`src/rtl/cpu_bus_pkg.sv`:
```
// Shared encodings and widths for the data-memory bus and its arbiter.
package cpu_bus_pkg;

  localparam int unsigned DMEM_ADDR_W = 9;
  localparam int unsigned DATA_W      = 32;

  // Arbiter ownership state.
  typedef enum logic {
    ARB_CPU = 1'b0,
    ARB_DMA = 1'b1
  } arb_state_e;

  // Which master drives the memory port this cycle.
  typedef enum logic [1:0] {
    SEL_NONE = 2'd0,
    SEL_CPU  = 2'd1,
    SEL_DMA  = 2'd2
  } port_sel_e;

endpackage

```
`src/rtl/sat_counter.sv`:
```
// Saturating up-counter with synchronous clear; reports when it sits at LIMIT.
module sat_counter #(
  parameter int unsigned WIDTH = 4,
  parameter int unsigned LIMIT = 4
) (
  input  logic clk,
  input  logic reset,
  input  logic inc,
  input  logic clr,
  output logic at_limit
);

  localparam logic [WIDTH-1:0] LIMIT_VAL = WIDTH'(LIMIT);

  logic [WIDTH-1:0] cnt_q, cnt_d;

  // Clear wins over increment; increment stops at LIMIT.
  always_comb begin
    cnt_d = cnt_q;
    if (clr) begin
      cnt_d = '0;
    end else if (inc && (cnt_q != LIMIT_VAL)) begin
      cnt_d = cnt_q + WIDTH'(1);
    end
  end

  // Count register.
  always_ff @(posedge clk or negedge reset) begin
    if (!reset) begin
      cnt_q <= '0;
    end else begin
      cnt_q <= cnt_d;
    end
  end

  assign at_limit = (cnt_q == LIMIT_VAL);

endmodule

```
`src/rtl/dmem_bus_arbiter.sv`:
```
// Arbitrates the single-port data memory between the CPU MEM stage and a DMA master.
// CPU has priority unless the DMA master is starved or owns a burst.
module dmem_bus_arbiter #(
  parameter int unsigned ADDR_W       = cpu_bus_pkg::DMEM_ADDR_W,
  parameter int unsigned DATA_W       = cpu_bus_pkg::DATA_W,
  parameter int unsigned STARVE_LIMIT = 4,
  parameter int unsigned MAX_BURST    = 8
) (
  input  logic              clk,
  input  logic              reset,
  input  logic              i_cpu_req,
  input  logic              i_cpu_we,
  input  logic [ADDR_W-1:0] i_cpu_addr,
  input  logic [DATA_W-1:0] i_cpu_wdata,
  output logic [DATA_W-1:0] o_cpu_rdata,
  output logic              o_cpu_stall,
  input  logic              i_dma_req,
  input  logic              i_dma_we,
  input  logic              i_dma_last,
  input  logic [ADDR_W-1:0] i_dma_addr,
  input  logic [DATA_W-1:0] i_dma_wdata,
  output logic              o_dma_gnt,
  output logic [DATA_W-1:0] o_dma_rdata,
  output logic              o_dma_rvalid,
  output logic [ADDR_W-1:0] o_mem_addr,
  output logic [DATA_W-1:0] o_mem_wdata,
  output logic              o_mem_write,
  output logic              o_mem_read,
  input  logic [DATA_W-1:0] i_mem_rdata
);

  import cpu_bus_pkg::*;

  arb_state_e state_q, state_d;
  port_sel_e  sel;
  logic       cpu_win, dma_win;
  logic       starve_at_limit, beat_at_limit;

  // Grant decision; both winners are forced low while reset is asserted.
  always_comb begin
    dma_win = 1'b0;
    if (reset) begin
      unique case (state_q)
        ARB_CPU: dma_win = i_dma_req && (!i_cpu_req || starve_at_limit);
        ARB_DMA: dma_win = i_dma_req;
        default: dma_win = 1'b0;
      endcase
    end
    cpu_win = reset && i_cpu_req && !dma_win;
  end

  // Ownership transitions: enter a burst on a non-final D beat, leave on last/forced/idle.
  always_comb begin
    state_d = state_q;
    unique case (state_q)
      ARB_CPU: begin
        if (dma_win && !i_dma_last && (MAX_BURST > 1)) state_d = ARB_DMA;
      end
      ARB_DMA: begin
        if (!i_dma_req || (dma_win && (i_dma_last || beat_at_limit))) state_d = ARB_CPU;
      end
      default: state_d = ARB_CPU;
    endcase
  end

  // State register; reset aborts any burst in progress.
  always_ff @(posedge clk or negedge reset) begin
    if (!reset) begin
      state_q <= ARB_CPU;
    end else begin
      state_q <= state_d;
    end
  end

  // Consecutive cycles D waited while C was served.
  sat_counter #(
    .WIDTH (4),
    .LIMIT (STARVE_LIMIT)
  ) u_starve_cnt (
    .clk      (clk),
    .reset    (reset),
    .inc      (i_dma_req && cpu_win),
    .clr      (dma_win),
    .at_limit (starve_at_limit)
  );

  // Beats granted in the current ownership; limit marks the forced-exit beat.
  sat_counter #(
    .WIDTH (8),
    .LIMIT (MAX_BURST - 1)
  ) u_beat_cnt (
    .clk      (clk),
    .reset    (reset),
    .inc      (dma_win),
    .clr      (state_d == ARB_CPU),
    .at_limit (beat_at_limit)
  );

  // Encode the winning port for the memory mux.
  always_comb begin
    if (dma_win) begin
      sel = SEL_DMA;
    end else if (cpu_win) begin
      sel = SEL_CPU;
    end else begin
      sel = SEL_NONE;
    end
  end

  // Memory port mux; idle port drives zeros.
  always_comb begin
    o_mem_addr  = '0;
    o_mem_wdata = '0;
    o_mem_write = 1'b0;
    o_mem_read  = 1'b0;
    unique case (sel)
      SEL_CPU: begin
        o_mem_addr  = i_cpu_addr;
        o_mem_wdata = i_cpu_wdata;
        o_mem_write = i_cpu_we;
        o_mem_read  = !i_cpu_we;
      end
      SEL_DMA: begin
        o_mem_addr  = i_dma_addr;
        o_mem_wdata = i_dma_wdata;
        o_mem_write = i_dma_we;
        o_mem_read  = !i_dma_we;
      end
      default: ;
    endcase
  end

  assign o_cpu_rdata = i_mem_rdata;
  assign o_cpu_stall = reset && i_cpu_req && !cpu_win;
  assign o_dma_gnt   = dma_win;

  // DMA read data is captured on the edge after its grant.
  always_ff @(posedge clk or negedge reset) begin
    if (!reset) begin
      o_dma_rdata  <= '0;
      o_dma_rvalid <= 1'b0;
    end else begin
      o_dma_rvalid <= dma_win && !i_dma_we;
      if (dma_win && !i_dma_we) o_dma_rdata <= i_mem_rdata;
    end
  end

endmodule

```
`config.mk`:
```
export PLATFORM = sky130hd
export DESIGN_NAME = dmem_bus_arbiter
export DESIGN_NICKNAME = d
export VERILOG_FILES = /design/src/rtl/cpu_bus_pkg.sv /design/src/rtl/sat_counter.sv /design/src/rtl/dmem_bus_arbiter.sv
export SDC_FILE = /design/constraint.sdc
export NUM_CORES = 1
export LEC_CHECK = 0
export ABC_AREA = 1
export CORE_ASPECT_RATIO = 0.75
export CORE_MARGIN = 10
export CORE_UTILIZATION = 37
export DETAILED_ROUTE_END_ITERATION = 10
export PLACE_DENSITY = 0.95
export SLEW_MARGIN = 5
export SYNTH_ARGS = -nofsm -noshare
export SYNTH_HDL_FRONTEND = slang
export SYNTH_HIERARCHICAL = 1
export SYNTH_SLANG_ARGS = --single-unit
export TNS_END_PERCENT = 5
```
`constraint.sdc`:
```
create_clock -name clk -period 3.2 [get_ports clk]
set_input_delay 0.64 -clock clk [delete_from_list [all_inputs] [get_ports clk]]
set_output_delay 0.64 -clock clk [all_outputs]
set_load 0.005 [all_outputs]
```
**Yosys cells after proc, flatten, opt, wreduce, memory -nomap -nowiden**

Index checks and enable logic that the tools add are counted.
W data, S select, Z words.

- Flip-flop bits (word level): 46
- Word-level logic and storage cells: 51
- Output and inout port bits: 110
- Bits of input ports: 121

- Equal/unequal tests: 7
- Add/subtract/negate cells: 2
- Muxes and demuxes: 15
- Reduce and logical (&&, ||, !) cells: 21
- Bitwise logic cells: 1

Operators with widths:

| operator | count |
|---|---|
| $pmux W32 S2 | 1 |
| $pmux W9 S2 | 1 |
| $mux W8 | 2 |
| $logic_and A1 B1 Y1 | 10 |
| $add A8 B1 Y8 const B | 1 |
| $eq A8 B3 Y1 const B | 1 |
| $mux W4 | 2 |
| $ne A8 B3 Y1 const B | 1 |
| $pmux W1 S2 | 4 |
| $logic_not A1 Y1 | 7 |
| $add A4 B1 Y4 const B | 1 |
| $eq A4 B3 Y1 const B | 1 |
| $mux W1 | 4 |
| $ne A4 B3 Y1 const B | 1 |
| $logic_or A1 B1 Y1 | 3 |
| $eq A2 B1 Y1 const B | 1 |
| $eq A2 B2 Y1 const B | 1 |
| $mux W2 | 1 |
| $ne A2 B1 Y1 const B | 1 |
| $reduce_bool A2 Y1 | 1 |
| $not A1 Y1 | 1 |

**Longest topological paths before layout**

- Depth after elaboration: 11
- Mapped depth: 15
- Gate-level depth less buffers: 14

**Cells and area by module**

The synthesis kept the hierarchy.

Modules (own cells, without submodules):

| module | times used | area an instance (µm²) | cells an instance | seq. area each (µm²) |
|---|---|---|---|---|
| dmem_bus_arbiter | 1 | 2342.2 | 345 | 850.8 |
| sat_counter at u_beat_cnt | 1 | 523.0 | 67 | 200.2 |
| sat_counter at u_starve_cnt | 1 | 252.7 | 32 | 100.1 |

**Least setup slack after synthesis**

OpenSTA, ideal clock, no wires.

- Path kind: register to output
- Start point: register u_starve_cnt.cnt_q[0]
- End point: output port o_mem_addr[0]
- Data required time: 2560 ps
- Arrival: 1413 ps
- Path buffers: 1
- Slack: 1147 ps
- Stages on the path, launching flop included: 12
- Cell sequence: dfrtp_1 > inv_1 > ha_1 > nand2_1 > nor2_2 > inv_1 > nand3_2 > nand2_2 > inv_2 > buf_4 > nand2_1 > nand2_1

- Word-level cells in the longest chain between the ends: 11
- Elaborated cells between the ends (all ways): 12
- Classes of those cells: 3 x eq/ne; 5 x mux; 4 x reduce/logical

RTL lines:

| element | line | text |
|---|---|---|
| start, declared | sat_counter.sv:15 | `logic [WIDTH-1:0] cnt_q, cnt_d;` |
| start signal, assigned | sat_counter.sv:32 | `cnt_q <= cnt_d;` |
| $eq A4 B3 Y1 * | sat_counter.sv:36 | `assign at_limit = (cnt_q == LIMIT_VAL);` |
| net starve_at_limit | dmem_bus_arbiter.sv:37 | `logic starve_at_limit, beat_at_limit;` |
| $logic_or A1 B1 Y1 * | dmem_bus_arbiter.sv:44 | `ARB_CPU: dma_win = i_dma_req && (!i_cpu_req \|\| starve_at_limit);` |
| $logic_and A1 B1 Y1 * | dmem_bus_arbiter.sv:44 |  |
| $pmux W1 S2 * | dmem_bus_arbiter.sv:43 | `unique case (state_q)` |
| $mux W1 * | dmem_bus_arbiter.sv:42 | `if (reset) begin` |
| net o_dma_gnt | dmem_bus_arbiter.sv:22 | `output logic o_dma_gnt,` |
| $logic_not A1 Y1 | dmem_bus_arbiter.sv:49 | `cpu_win = reset && i_cpu_req && !dma_win;` |
| $logic_and A1 B1 Y1 | dmem_bus_arbiter.sv:49 |  |
| $mux W1 | dmem_bus_arbiter.sv:103 | `end else if (cpu_win) begin` |
| $mux W2 * | dmem_bus_arbiter.sv:101 | `if (dma_win) begin` |
| $eq A2 B2 Y1 or $eq A2 B1 Y1 (tied branches) | dmem_bus_arbiter.sv:116 | `unique case (sel)` |
| $pmux W9 S2 * | dmem_bus_arbiter.sv:116 |  |
| end, declared | dmem_bus_arbiter.sv:25 | `output logic [ADDR_W-1:0] o_mem_addr,` |

The timed path passes the listed nets; every way through them passes the cells marked *.

**Final worst setup path**

- Start point: input port i_dma_req
- End point: output port o_mem_wdata[17]

- Word-level cells in the longest chain between the ends: 9
- Elaborated cells between the ends (all ways): 10
- Classes of those cells: 2 x eq/ne; 5 x mux; 3 x reduce/logical

RTL lines:

| element | line | text |
|---|---|---|
| start, declared | dmem_bus_arbiter.sv:17 | `input logic i_dma_req,` |
| $logic_and A1 B1 Y1 | dmem_bus_arbiter.sv:44 |  |
| $pmux W1 S2 * | dmem_bus_arbiter.sv:43 |  |
| $mux W1 * | dmem_bus_arbiter.sv:42 |  |
| $logic_not A1 Y1 | dmem_bus_arbiter.sv:49 |  |
| $logic_and A1 B1 Y1 | dmem_bus_arbiter.sv:49 |  |
| $mux W1 | dmem_bus_arbiter.sv:103 |  |
| $mux W2 * | dmem_bus_arbiter.sv:101 |  |
| $eq A2 B2 Y1 or $eq A2 B1 Y1 (tied branches) | dmem_bus_arbiter.sv:116 |  |
| $pmux W32 S2 * | dmem_bus_arbiter.sv:116 |  |
| end, declared | dmem_bus_arbiter.sv:26 | `output logic [DATA_W-1:0] o_mem_wdata,` |

Mark *: on every way between the ends. The rest lies on a longest branch, timed or not.

==> impl_metrics.yaml <==
die:
  rows: 28
  ios: 231
  dieHeight_um: 99.5
  dieArea_um2: 12500
  core_area_um2: 8060
  dieWidth_um: 126
  start_util_pct: 38.7
detailed_routing:
  drc: 0
  viasPerCell: 4.89
  drt-initial-drc-count: 240
  first_pass_iters: 4
  final_antenna_net_count: 0
  routed_wl_mm: 12.8
  num_vias: 3622
  detail_route.wl_per_cell_um: 17.3
grt:
  track_usage_pct: 19.0
  antenna_found_initial: 0
  grt_overflow_total: 0
  grt_max_degree: 48
  grt_pass1_wl_mm: 19.8
  grt_pass1_vias: 3775
timing:
  fmax_mhz: 330
  relSlewSlack_pct: 60.3
  fin_ws_ps: 172
  final_hold_viol_count: 0
  final.setup_skew_ps: 3.75
  drv_slew: 0
  tns_ps: 0
  rsz0062_at_grt: "false"
  finalSetupViolCount: 0
  min_period_ps: 3030
  max_slew.worst_pin.slew_ps: 595
  min_period_over_period_pct: 94.6
placed_design:
  port_buffers: 230
  dpl.cell_count: 733
  dp_hpwl_mm: 10.3
  gp_congestion: 0.912
  pre_cts_ws_ps: 142
synth:
  ys_seq_area_share_pct: 36.9
  ys_ff_latch: 46
  synthAdderAreaFrac_pct: 1.20
  synth_compound_area_share_pct: 1.44
  synthXorXnorAreaFrac_pct: 0.562
  syn-num-nets: 568
  synth.area.mux_share_pct: 0
  synth_cell_types: 25
  synth_area_um2: 3120
  syn-instance-count: 444
  syn_avg_cell_area_um2: 7.02
  synthSimpleGateAreaFrac_pct: 43.8
  yosys_warnings: 6
  synth_top_family_by_area: "simple AND/OR/NAND/NOR gates"
clock_network:
  numCtsBuffers: 5
  htree_levels: 2
  clock_sink_count: 46
  cts_setup_buffers: 0
  clockBufferDepth: 2
  clockRootBuffer: "clkbuf_16"
  cts_tree: "yes"
  cts.reportedPaths.clkPinSlew_ps: 60
  clk_latency_ps: 280
job:
  drv_cap: 0
critical_path:
  critPathLaunchType: "input pin"
  arrival_ps: 2390
  cp_cell_sequence: "clkdlybuf4s50_1 > nand2_1 > inv_2 > nand2_2 > inv_2 > buf_12 > nand2_1 > nand2_1 > clkdlybuf4s50_1"
  path_buf_inv: 5
  cpPeakStageDelay_ps: 530
  slowest_stage: "clkdlybuf4s50_1"
  cp-startpoint: "i_dma_req"
  worstSetupEndpointType: "output pin"
  cp_common_cell: "nand2_1"
  crit_family: "buffers and inverters"
  timing.rr.start: "u_starve_cnt/cnt_q[0]"
  cp_data_required_time_ps: 2560
  crit_fanout: 24
  crit_type: "input pin to output pin"
power_and_ir_drop:
  vdd_drop_max_v: 0.000285
  p_leak_nw: 2.56
  p_per_area_nw_per_um2: 366
finish:
  drive_above_1_share_pct: 5.04
  num_antenna_cells: 0
  nFillCells: 613
  area_growth_pct: 73.6
  fin_nets: 759
  final_cells: 740
min_path:
  hp-start: "o_dma_rdata[10]"
  min_path_type: "flop to flop"
outcome:
  status: "complete, no violations"
==> worst paths after layout <==
kind / endpoint / slack, ps / cells past startpoint
max in group asynchronous: o_dma_rdata[27] / 2290 / 2
setup / recovery: o_mem_wdata[17] / 170 / 9
setup reg to reg: u_beat_cnt/cnt_q[5] / 1030 / 13
min in group asynchronous: u_beat_cnt/cnt_q[4] / 490 / 2
hold reg to reg: o_dma_rdata[10] / 470 / 2
hold / removal: o_dma_rdata[10] / 470 / 2
==> layout make-up <==
class	count	area [µm²]	area share, %
inverter	27	101	1.87
tap	105	131	2.43
clock buffer	7	133	2.45
sequential	46	1150	21.3
timing repair buffer	242	2430	44.9
multi-input combinational	313	1470	27.1
==> worst reg2reg max path, stage by stage (launching register included) <==
cell	delay, ps
dfrtp_1	390
inv_1	90
ha_1	210
nand2_1	100
nor2_2	50
inv_1	70
nand3_2	100
nand2_2	130
buf_4	170
nor2_1	60
nor2_1	330
inv_2	160
nand4_1	140
nand2_1	60
==> kinds of logic after synthesis <==
kind of cell,Yosys count
AO/OA/AOI/OAI,8
adder cells (fa/ha/maj),3
AND/OR/NAND/NOR,300
buffers and inverters,85
XOR/XNOR,2
flip-flops,46
==> sequential cells by signal, indices dropped and copies added (netlist names) <==
register / cells
o_dma_rdata: 32
u_beat_cnt/cnt_q: 8
u_starve_cnt/cnt_q: 4
o_dma_rvalid: 1
state_q: 1
==> per-stage QoR <==
stage	area (µm²)	hold slack (ps)	util, %	total power, mW
3_5_place_dp	5280	459	65.5	1.51
5_1_grt	5410	489	67.2	2.10
2_1_floorplan	3120	344	-	0.990
6_report	5410	468	67.2	1.98
3_3_place_gp	5280	455	65.5	1.48
4_1_cts	5410	473	67.1	2.00
==> cells in the mapped netlist <==
cell type / instances / share of area (%)
a21oi_1: 1 / 0.16
buf_1: 3 / 0.36
buf_2: 13 / 2.1
buf_4: 34 / 8.2
buf_6: 5 / 1.8
clkbuf_1: 3 / 0.36
clkinv_1: 2 / 0.24
dfrtp_1: 46 / 37
ha_1: 3 / 1.2
inv_1: 22 / 2.6
inv_2: 3 / 0.36
nand2_1: 187 / 23
nand2_2: 1 / 0.20
nand3_1: 53 / 8.5
nand3_2: 3 / 0.96
nand4_1: 39 / 7.8
nor2_1: 10 / 1.2
nor2_2: 2 / 0.40
nor2_4: 2 / 0.72
nor2_8: 2 / 1.3
o21ai_0: 4 / 0.64
o21ai_1: 1 / 0.16
o21bai_1: 2 / 0.48
or2_2: 1 / 0.20
xor2_1: 2 / 0.56
==> timing repair <==
item                                    CTS  global route
resized for setup                         0             1
hold buffers                              0             0
endpoints found under the setup margin    0             2
endpoints found under the hold margin     0             0
==> report_power, final <==
group          internal (mW)  switching, mW  leakage [nW]  total (mW)
logic                  0.461          0.293          1.90       0.753
clock network          0.286          0.199        0.0640       0.485
registers              0.682         0.0612         0.594       0.743
==> layout by cell type (no fill, tap or decap) <==
master,netlist,routed
o21ai_1,1,1
nand4_1,39,39
inv_2,3,3
clkinv_1,2,2
clkdlybuf4s50_1,0,229
dfrtp_1,46,46
o21ai_0,4,4
nand3_2,3,3
o21bai_1,2,2
inv_1,22,22
nand2_2,1,1
nor2_2,2,2
buf_2,13,1
or2_2,1,1
ha_1,3,3
buf_12,0,3
nand2_1,187,187
nor2_4,2,2
xor2_1,2,2
clkbuf_1,3,2
nor2_8,2,2
buf_6,5,1
a21oi_1,1,1
nor2_1,10,10
buf_4,34,8
nand3_1,53,53
clkbuf_16,0,5
==> layer usage <==
layer,up-vias,wire (µm),track usage [%]
met2,131,7200,37.0
met1,1684,4560,19.6
met5,-,0,0
met3,15,864,5.52
met4,0,165,4.28
li1,1792,-,-
Note: power is estimated with default switching activity, not from simulation.
